[src/rtl/fp_alu_issuer.sv]
// Command-side issuer for the FP add/mul ALU: buffers tagged ops in a FIFO,
// issues one at a time, holds operands/opcode until the result returns, with a timeout guard.
module fp_alu_issuer #(
  parameter int FIFO_DEPTH = 4,
  parameter int TAG_W      = 4,
  parameter int TIMEOUT    = 64
) (
  input  logic             clk,
  input  logic             rst,
  input  logic             cmd_vld,
  output logic             cmd_rdy,
  input  logic [31:0]      cmd_a,
  input  logic [31:0]      cmd_b,
  input  logic             cmd_op,
  input  logic [TAG_W-1:0] cmd_tag,
  output logic             alu_vld,
  output logic [31:0]      alu_a,
  output logic [31:0]      alu_b,
  output logic             alu_op,
  input  logic [31:0]      alu_res,
  input  logic             alu_res_vld,
  input  logic             alu_ovf,
  output logic             rsp_vld,
  input  logic             rsp_rdy,
  output logic [31:0]      rsp_res,
  output logic             rsp_ovf,
  output logic [TAG_W-1:0] rsp_tag,
  output logic             rsp_timeout,
  output logic             busy
);

  localparam int AW = $clog2(FIFO_DEPTH);
  localparam int CW = AW + 1;
  localparam int TW = $clog2(TIMEOUT);

  typedef struct packed {
    logic [31:0]      a;
    logic [31:0]      b;
    logic             op;
    logic [TAG_W-1:0] tag;
  } cmd_t;

  typedef enum logic [1:0] {S_IDLE, S_ISSUE, S_WAIT, S_RESP} state_t;

  cmd_t          mem_q [FIFO_DEPTH];
  logic [AW-1:0] wptr_q, wptr_d, rptr_q, rptr_d;
  logic [CW-1:0] cnt_q, cnt_d;
  state_t        state_q, state_d;
  cmd_t          op_q, op_d;
  logic [31:0]   res_q, res_d;
  logic          ovf_q, ovf_d, to_q, to_d;
  logic [TW-1:0] tmo_q, tmo_d;
  logic          push, pop;
  cmd_t          cmd_in;

  assign cmd_in  = '{a: cmd_a, b: cmd_b, op: cmd_op, tag: cmd_tag};
  assign cmd_rdy = (cnt_q != CW'(FIFO_DEPTH));
  assign push    = cmd_vld && cmd_rdy;
  assign pop     = (state_q == S_IDLE) && (cnt_q != '0);

  always_comb begin
    wptr_d  = wptr_q + AW'(push);
    rptr_d  = rptr_q + AW'(pop);
    cnt_d   = cnt_q + CW'(push) - CW'(pop);
    state_d = state_q;
    op_d    = op_q;
    res_d   = res_q;
    ovf_d   = ovf_q;
    to_d    = to_q;
    tmo_d   = tmo_q;
    case (state_q)
      S_IDLE: begin
        if (pop) begin
          op_d    = mem_q[rptr_q];
          state_d = S_ISSUE;
        end
      end
      S_ISSUE: begin
        // any result-valid seen here belongs to an earlier op and is dropped
        tmo_d   = '0;
        state_d = S_WAIT;
      end
      S_WAIT: begin
        if (alu_res_vld) begin
          res_d   = alu_res;
          ovf_d   = alu_ovf;
          to_d    = 1'b0;
          state_d = S_RESP;
        end else if (tmo_q == TW'(TIMEOUT - 1)) begin
          res_d   = '0;
          ovf_d   = 1'b0;
          to_d    = 1'b1;
          state_d = S_RESP;
        end else begin
          tmo_d = tmo_q + TW'(1);
        end
      end
      S_RESP: begin
        if (rsp_rdy) state_d = S_IDLE;
      end
      default: state_d = S_IDLE;
    endcase
  end

  always_ff @(posedge clk or negedge rst) begin
    if (!rst) begin
      wptr_q  <= '0;
      rptr_q  <= '0;
      cnt_q   <= '0;
      state_q <= S_IDLE;
      op_q    <= '0;
      res_q   <= '0;
      ovf_q   <= 1'b0;
      to_q    <= 1'b0;
      tmo_q   <= '0;
    end else begin
      wptr_q  <= wptr_d;
      rptr_q  <= rptr_d;
      cnt_q   <= cnt_d;
      state_q <= state_d;
      op_q    <= op_d;
      res_q   <= res_d;
      ovf_q   <= ovf_d;
      to_q    <= to_d;
      tmo_q   <= tmo_d;
    end
  end

  // storage needs no reset: entries are only read below the registered count
  always_ff @(posedge clk) begin
    if (push) mem_q[wptr_q] <= cmd_in;
  end

  assign alu_vld     = (state_q == S_ISSUE);
  assign alu_a       = op_q.a;
  assign alu_b       = op_q.b;
  assign alu_op      = op_q.op;
  assign rsp_vld     = (state_q == S_RESP);
  assign rsp_res     = res_q;
  assign rsp_ovf     = ovf_q;
  assign rsp_tag     = op_q.tag;
  assign rsp_timeout = to_q;
  assign busy        = (state_q != S_IDLE) || (cnt_q != '0);

endmodule

[config.mk]
export PLATFORM = sky130hd
export DESIGN_NAME = fp_alu_issuer
export DESIGN_NICKNAME = d
export VERILOG_FILES = /design/src/rtl/fp_alu_issuer.sv
export SDC_FILE = /design/constraint.sdc
export NUM_CORES = 1
export LEC_CHECK = 0
export ABC_AREA = 1
export CAP_MARGIN = 10
export CORE_UTILIZATION = 55
export CTS_BUF_LIST = sky130_fd_sc_hd__clkbuf_4 sky130_fd_sc_hd__clkbuf_8 sky130_fd_sc_hd__clkbuf_16
export DETAILED_ROUTE_END_ITERATION = 10
export GPL_TIMING_DRIVEN = 0
export PLACE_DENSITY_LB_ADDON = 0.05
export SYNTH_ARGS = -nofsm -noshare
export SYNTH_HDL_FRONTEND = slang
export SYNTH_SLANG_ARGS = --single-unit
[constraint.sdc]
create_clock -name clk -period 9.1 [get_ports clk]
set_input_delay 1.82 -clock clk [delete_from_list [all_inputs] [get_ports clk]]
set_output_delay 1.82 -clock clk [all_outputs]
set_load 0.05 [all_outputs]
Word-level counts from Yosys, hierarchy flattened
Memory sizes are Yosys's and may differ from the RTL's. A register that Yosys moved wholly into a read port is not among the register bits.
Index checks and enable logic that the tools add are counted.
{"block": "word_totals", "romBits": 0, "wordCells": 53, "inputBits": 107, "ramBits": 276, "n_memories": 1, "register_bits": 49, "latch_bits": 0, "output_inout_bits": 107}
{"name": "mem_q", "words": 4, "word_bits": 69, "rd": 1, "rd_ports_with_merged_regs": 1, "write_ports": 1, "line_no": "45", "rtl": "cmd_t mem_q [FIFO_DEPTH];"}
{"block": "op_classes", "n_mux": 16, "n_eq_ne": 10, "n_mul": 0, "reduce_logical": 13, "n_lt_le_gt_ge": 0, "n_div": 0, "addsub": 5, "bitwise_logic": 0, "shift": 0}
{"op": "$mux 32", "n": 2}
{"op": "$mux 6", "n": 2}
{"op": "$pmux 6 s2", "n": 1}
{"op": "$mux 2", "n": 4}
{"op": "$pmux 2 s4", "n": 1}
{"op": "$add 6x1->6 const B", "n": 1}
{"op": "$eq 6x6->1 const B", "n": 1}
{"op": "$mux 1", "n": 6}
{"op": "$ne 2x2->1 const B", "n": 3}
{"op": "$ne 3x3->1 const B", "n": 2}
{"op": "$reduce_and 3->1", "n": 2}
{"op": "$reduce_bool 2->1", "n": 3}
{"op": "$add 2x1->2", "n": 2}
{"op": "$eq 2x2->1 const B", "n": 2}
{"op": "$reduce_and 2->1", "n": 2}
{"op": "$add 3x1->3", "n": 1}
{"op": "$reduce_bool 3->1", "n": 1}
{"op": "$sub 3x1->3", "n": 1}
{"op": "$eq 2x1->1 const B", "n": 1}
{"op": "$logic_and 1x1->1", "n": 2}
{"op": "$logic_not 2->1", "n": 1}
{"op": "$ne 2x1->1 const B", "n": 1}
{"op": "$logic_not 1->1", "n": 1}
{"op": "$logic_or 1x1->1", "n": 1}

Depth between registers and ports, before layout
{"block": "logic_depth", "ltp_word": 4, "ltp_mapped": 9, "ltp_nobuf": 9}

Worst setup path after synthesis
OpenSTA, ideal clock, no wires.
{"block": "synth_path", "path_type": "in2reg", "start": "input port cmd_vld", "end": "memory mem_q[0][0] in the netlist's numbering, enable pin", "required_time_ns": 8.519, "setup_slack_ns": 1.842, "arrival_ns": 6.677, "setup_time_ns": 0.581, "path_stages": 2, "path_buffers": 0, "path_cell_list": "nand2_1 -> nor3_1"}
{"block": "synth_between", "elab_chain_cells": 3}
{"item": "from (decl)", "line_no": "10", "rtl": "input logic cmd_vld,"}
{"item": "$logic_and 1x1->1", "line_no": "58", "rtl": "assign push = cmd_vld && cmd_rdy;"}
{"item": "$mux 1", "line_no": "131", "rtl": "if (push) mem_q[wptr_q] <= cmd_in;"}
{"item": "$mux 1 (not written as such)", "line_no": "131"}
{"item": "to (decl)", "line_no": "45"}
No other way between the ends.

Worst setup path after layout
{"block": "layout_path", "start": "register state_q[0]", "end": "output port busy"}
{"block": "layout_between", "elab_chain_cells": 2}
{"item": "from (decl)", "line_no": "48", "rtl": "state_t state_q, state_d;"}
{"item": "from (signal assigned)", "line_no": "120", "rtl": "state_q <= state_d;"}
{"item": "$reduce_bool 2->1", "line_no": "143", "rtl": "assign busy = (state_q != S_IDLE) || (cnt_q != '0);"}
{"item": "$logic_or 1x1->1", "line_no": "143"}
{"item": "to (decl)", "line_no": "29", "rtl": "output logic busy"}
No other way between the ends.

==> summary.md <==
| Metric | Value |
|---|---|
| Status | complete, no violations |
| Post-synthesis mux area share | 0 |
| Worst-Margin Slew | slightly below 0.9 ns |
| Max Used Layer | met4 |
| DR WL met2 | approximately 17 mm |
| Pre-CTS WS | about 4.8 ns |
| Clock-pin slew on the worst setup and hold paths | ~0.06 ns |
| Vias/cell | roughly 5.4 |
| Wirelength, routed | ~34 mm |
| CTS tree | built |
| WS Path Type | reg -> out |
| R2R Path Start | state_q[0]$_DFFE_PN0P_ |
| Post-DR wirelength/cell | 18.4 um |
| Vias in the first global route | 9,816 |
| Hpwl dp | 22.6 mm |
| Initial core utilization | 0.559 |
| Post-synth top cells | nand2_1 (298), edfxtp_1 (276), nor2_1 (143) |
| Largest net degree at the start of global routing | roughly 80 |
| Post-synth EDFFs | 276 |
| Max Slew Vio Count | 0 |
| Placer congestion estimate | approximately 0.75 |
| Via count | a little over 10,000 |
| Hold worst-path end | alu_a[10]$_DFFE_PN0P_ |
| Reg2reg path depth | 8 |
| Overall routing resource usage | 0.251 |
| Wl on met1 | approximately 15 mm |
| Unrepaired setup endpoints after global routing | false |
| Layout cells sized above 1 | 0.102 |
| Max-capacitance violation count | 0 |
| Arr. time, crit path | between 2 and 2.5 ns |
| Min Tclk post-route | between 3 and 4 ns |
| Worst-Skew Late Latency | around 0.53 ns |
| DRC Markers | 0 |
| Post-cts sizing count | 0 |
| Initial antenna violation count | 2 |
| Worst reg2reg setup slack | between 6 and 7 ns |
| Final instance area | approximately 19,000 sq um |
| WP data required | 7.28 ns |
| Cell area after synthesis | ~15,000 sq um |
| Synth Area in Compound Gates | 0.0787 |
| Pwr/cell area | around 390 nW/um^2 |
| Crit share post-route | 0.438 |
| Post-route antenna net violation count | 0 |
| Total gr overflow | 0 |
| CP Max Fanout | 4 |
| Final Hold Vio Count | 0 |
| Syn-to-layout area delta | 28.9% |
| XOR/XNOR share of the synthesized area | 0.00292 |
| Synth top area share | 0.552 |
| Leak | roughly 7.6 nW |
| Number of setup buffers added after CTS | 0 |
| Worst Hold Depth | 2 |
| Synth area leaders | edfxtp_1 (55%), dfrtp_1 (20%), nand2_1 (7.4%) |
| Met3 wire length | about 2.3 mm |
| Synth area leader | edfxtp_1 |
| Final WS setup | 5.12 ns |
| Library cells used by synthesis | 32 |
| Main combinational cell family by area after synthesis | simple AND/OR/NAND/NOR gates |
| HP Class | reg -> reg |
| Clk_skew | approximately 0.023 ns |
| Post-Syn Nets | approximately 1,300 |
| Die Footprint | roughly 28,000 sq um |
| DP Area | roughly 18,000 sq um |
| Endpoints failing setup | 0 |
| Clk buf depth | 3 |
| Reg-to-Reg End | cnt_q[2]$_DFF_PN0_ |
| First-pass GRT wire length | approximately 54 mm |
| Port bufs | roughly 210 |
| Warnings, synthesis | 0 |
| Pre-antenna DRT Iters | 5 |
| Max Fclk | ~0.25 GHz |
| Hold_buf cts | 0 |
| Sequential-to-total area share from yosys stat | 0.748 |
| DRT iter0 DRCs | around 750 |
| Die X | around 170 um |
| Top_reg_cell synth | edfxtp_1 |
| Startpoint types | register |
| Fill count | approximately 1,900 |
| Synth Area in Simple Gates | 0.130 |
| Site Rows | 60 |
| Post-Synthesis Cells | 1,212 |
| IO Pins | around 210 |
| Clock H-tree levels | 2 |
| Root Driver | clkbuf_16 |
| Hold_sp | alu_a[10]$_DFFE_PN0P_ |
| Synthesis-stage register bit count | between 300 and 400 |
| Most frequent cell after synthesis | nand2_1 |
| # nets final | roughly 1,600 |
| Synthesized area per cell | around 12 sq um |
| Clock Sinks | 394 |
| Final hold slack | 0.474 ns |
| VDD IR max | between 200 and 250 uV |
| Post-Synth Adder-Cell Area | 0.00800 |
| Async SR Flop Fraction | 0.299 |
| CP endpoint kind | primary output |
| Core Box Area | ~27,000 sq um |
| Max_slew headroom | 0.407 |
| CTS Buf Count | between 40 and 50 |
| Die H | 167 um |
-- power breakdown --
group / total (mW) / internal, mW / leakage, nW / switching, mW
logic: 3.15 / 1.02 / 2.90 / 2.13
clock network: 1.66 / 0.998 / 0.691 / 0.662
registers: 2.65 / 2.45 / 3.99 / 0.203
total: 7.46 / 4.47 / 7.59 / 2.99
-- final cells by class --
type                            instances  area (sq um)  share of cell area
Sequential cell                       394         11200               0.581
Inverter                               22          85.1             0.00440
Buffer                                 69           402              0.0207
Timing Repair Buffer                  244          2510               0.130
Tap cell                              341           427              0.0220
Clock inverter                         16           145             0.00750
Antenna cell                            2          5.00            0.000259
Multi-Input combinational cell        727          3310               0.171
Clock buffer                           59          1230              0.0635
-- sequential cells by signal, summed over array words and instances (netlist names), 3 cells and up --
signal and cells:
rsp_tag 4, alu_b 32, mem_q 276, rsp_res 32, alu_a 32, cnt_q 3, tmo_q 6
-- critical path, stage by stage, from the launching register on --
cell	delay, ns
dfrtp_1	0.40
inv_1	0.10
ha_1	0.23
nand4_1	0.12
clkdlybuf4s50_1	0.81
-- how the worst max path moves through the flow --
| stage | startpoint | endpoint | slack (ns) | cells after the start |
|---|---|---|---|---|
| after CTS | state_q[0]$_DFFE_PN0P_ | busy | 5.09 | 4 |
| after floorplan | cmd_vld | mem_q[0][0]$_DFFE_PP_ | 1.84 | 2 |
| after global routing | state_q[0]$_DFFE_PN0P_ | busy | 5.02 | 4 |
| final | state_q[0]$_DFFE_PN0P_ | busy | 5.12 | 4 |
| after detailed placement | cmd_vld | mem_q[1][25]$_DFFE_PP_ | 4.82 | 7 |
| after global placement | cmd_vld | mem_q[3][61]$_DFFE_PP_ | -2.41 | 3 |
-- logic make-up after synthesis --
kind of cell,after synthesis
simple gates,495
fa+ha+maj,9
compound gates,218
xor+xnor,5
buf+inv,91
flops,394
-- cell usage in the layout (no fill, tap or decap), types with 8 or more instances in the layout --
master,n
o21ai_0,105
clkbuf_8,8
o22ai_1,69
edfxtp_1,276
clkbuf_16,42
clkbuf_4,9
nand2_1,298
buf_2,22
ha_1,8
inv_1,18
buf_6,39
o21ai_1,40
dfrtp_1,118
clkdlybuf4s50_1,212
nor2_1,143
clkbuf_1,25
nand3_1,42
-- through the flow --
stage	setup TNS, ns	cells	total power, mW	utilization
6_report	0	1874	7.46	0.720
2_1_floorplan	0	1212	4.72	-
5_1_grt	0	1874	7.86	0.720
3_5_place_dp	0	1797	5.84	0.669
3_3_place_gp	-619.42	1766	5.77	0.654
4_1_cts	0	1872	7.50	0.720
-- layer usage --
| layer | up-vias | global-route usage |
|---|---|---|
| met5 | - | 0 |
| met4 | 0 | 0.0826 |
| met3 | 57 | 0.0414 |
| met2 | 347 | 0.410 |
| met1 | 4843 | 0.348 |
| li1 | 4815 | - |
No activity file was read; power rests on OpenSTA's default activity.
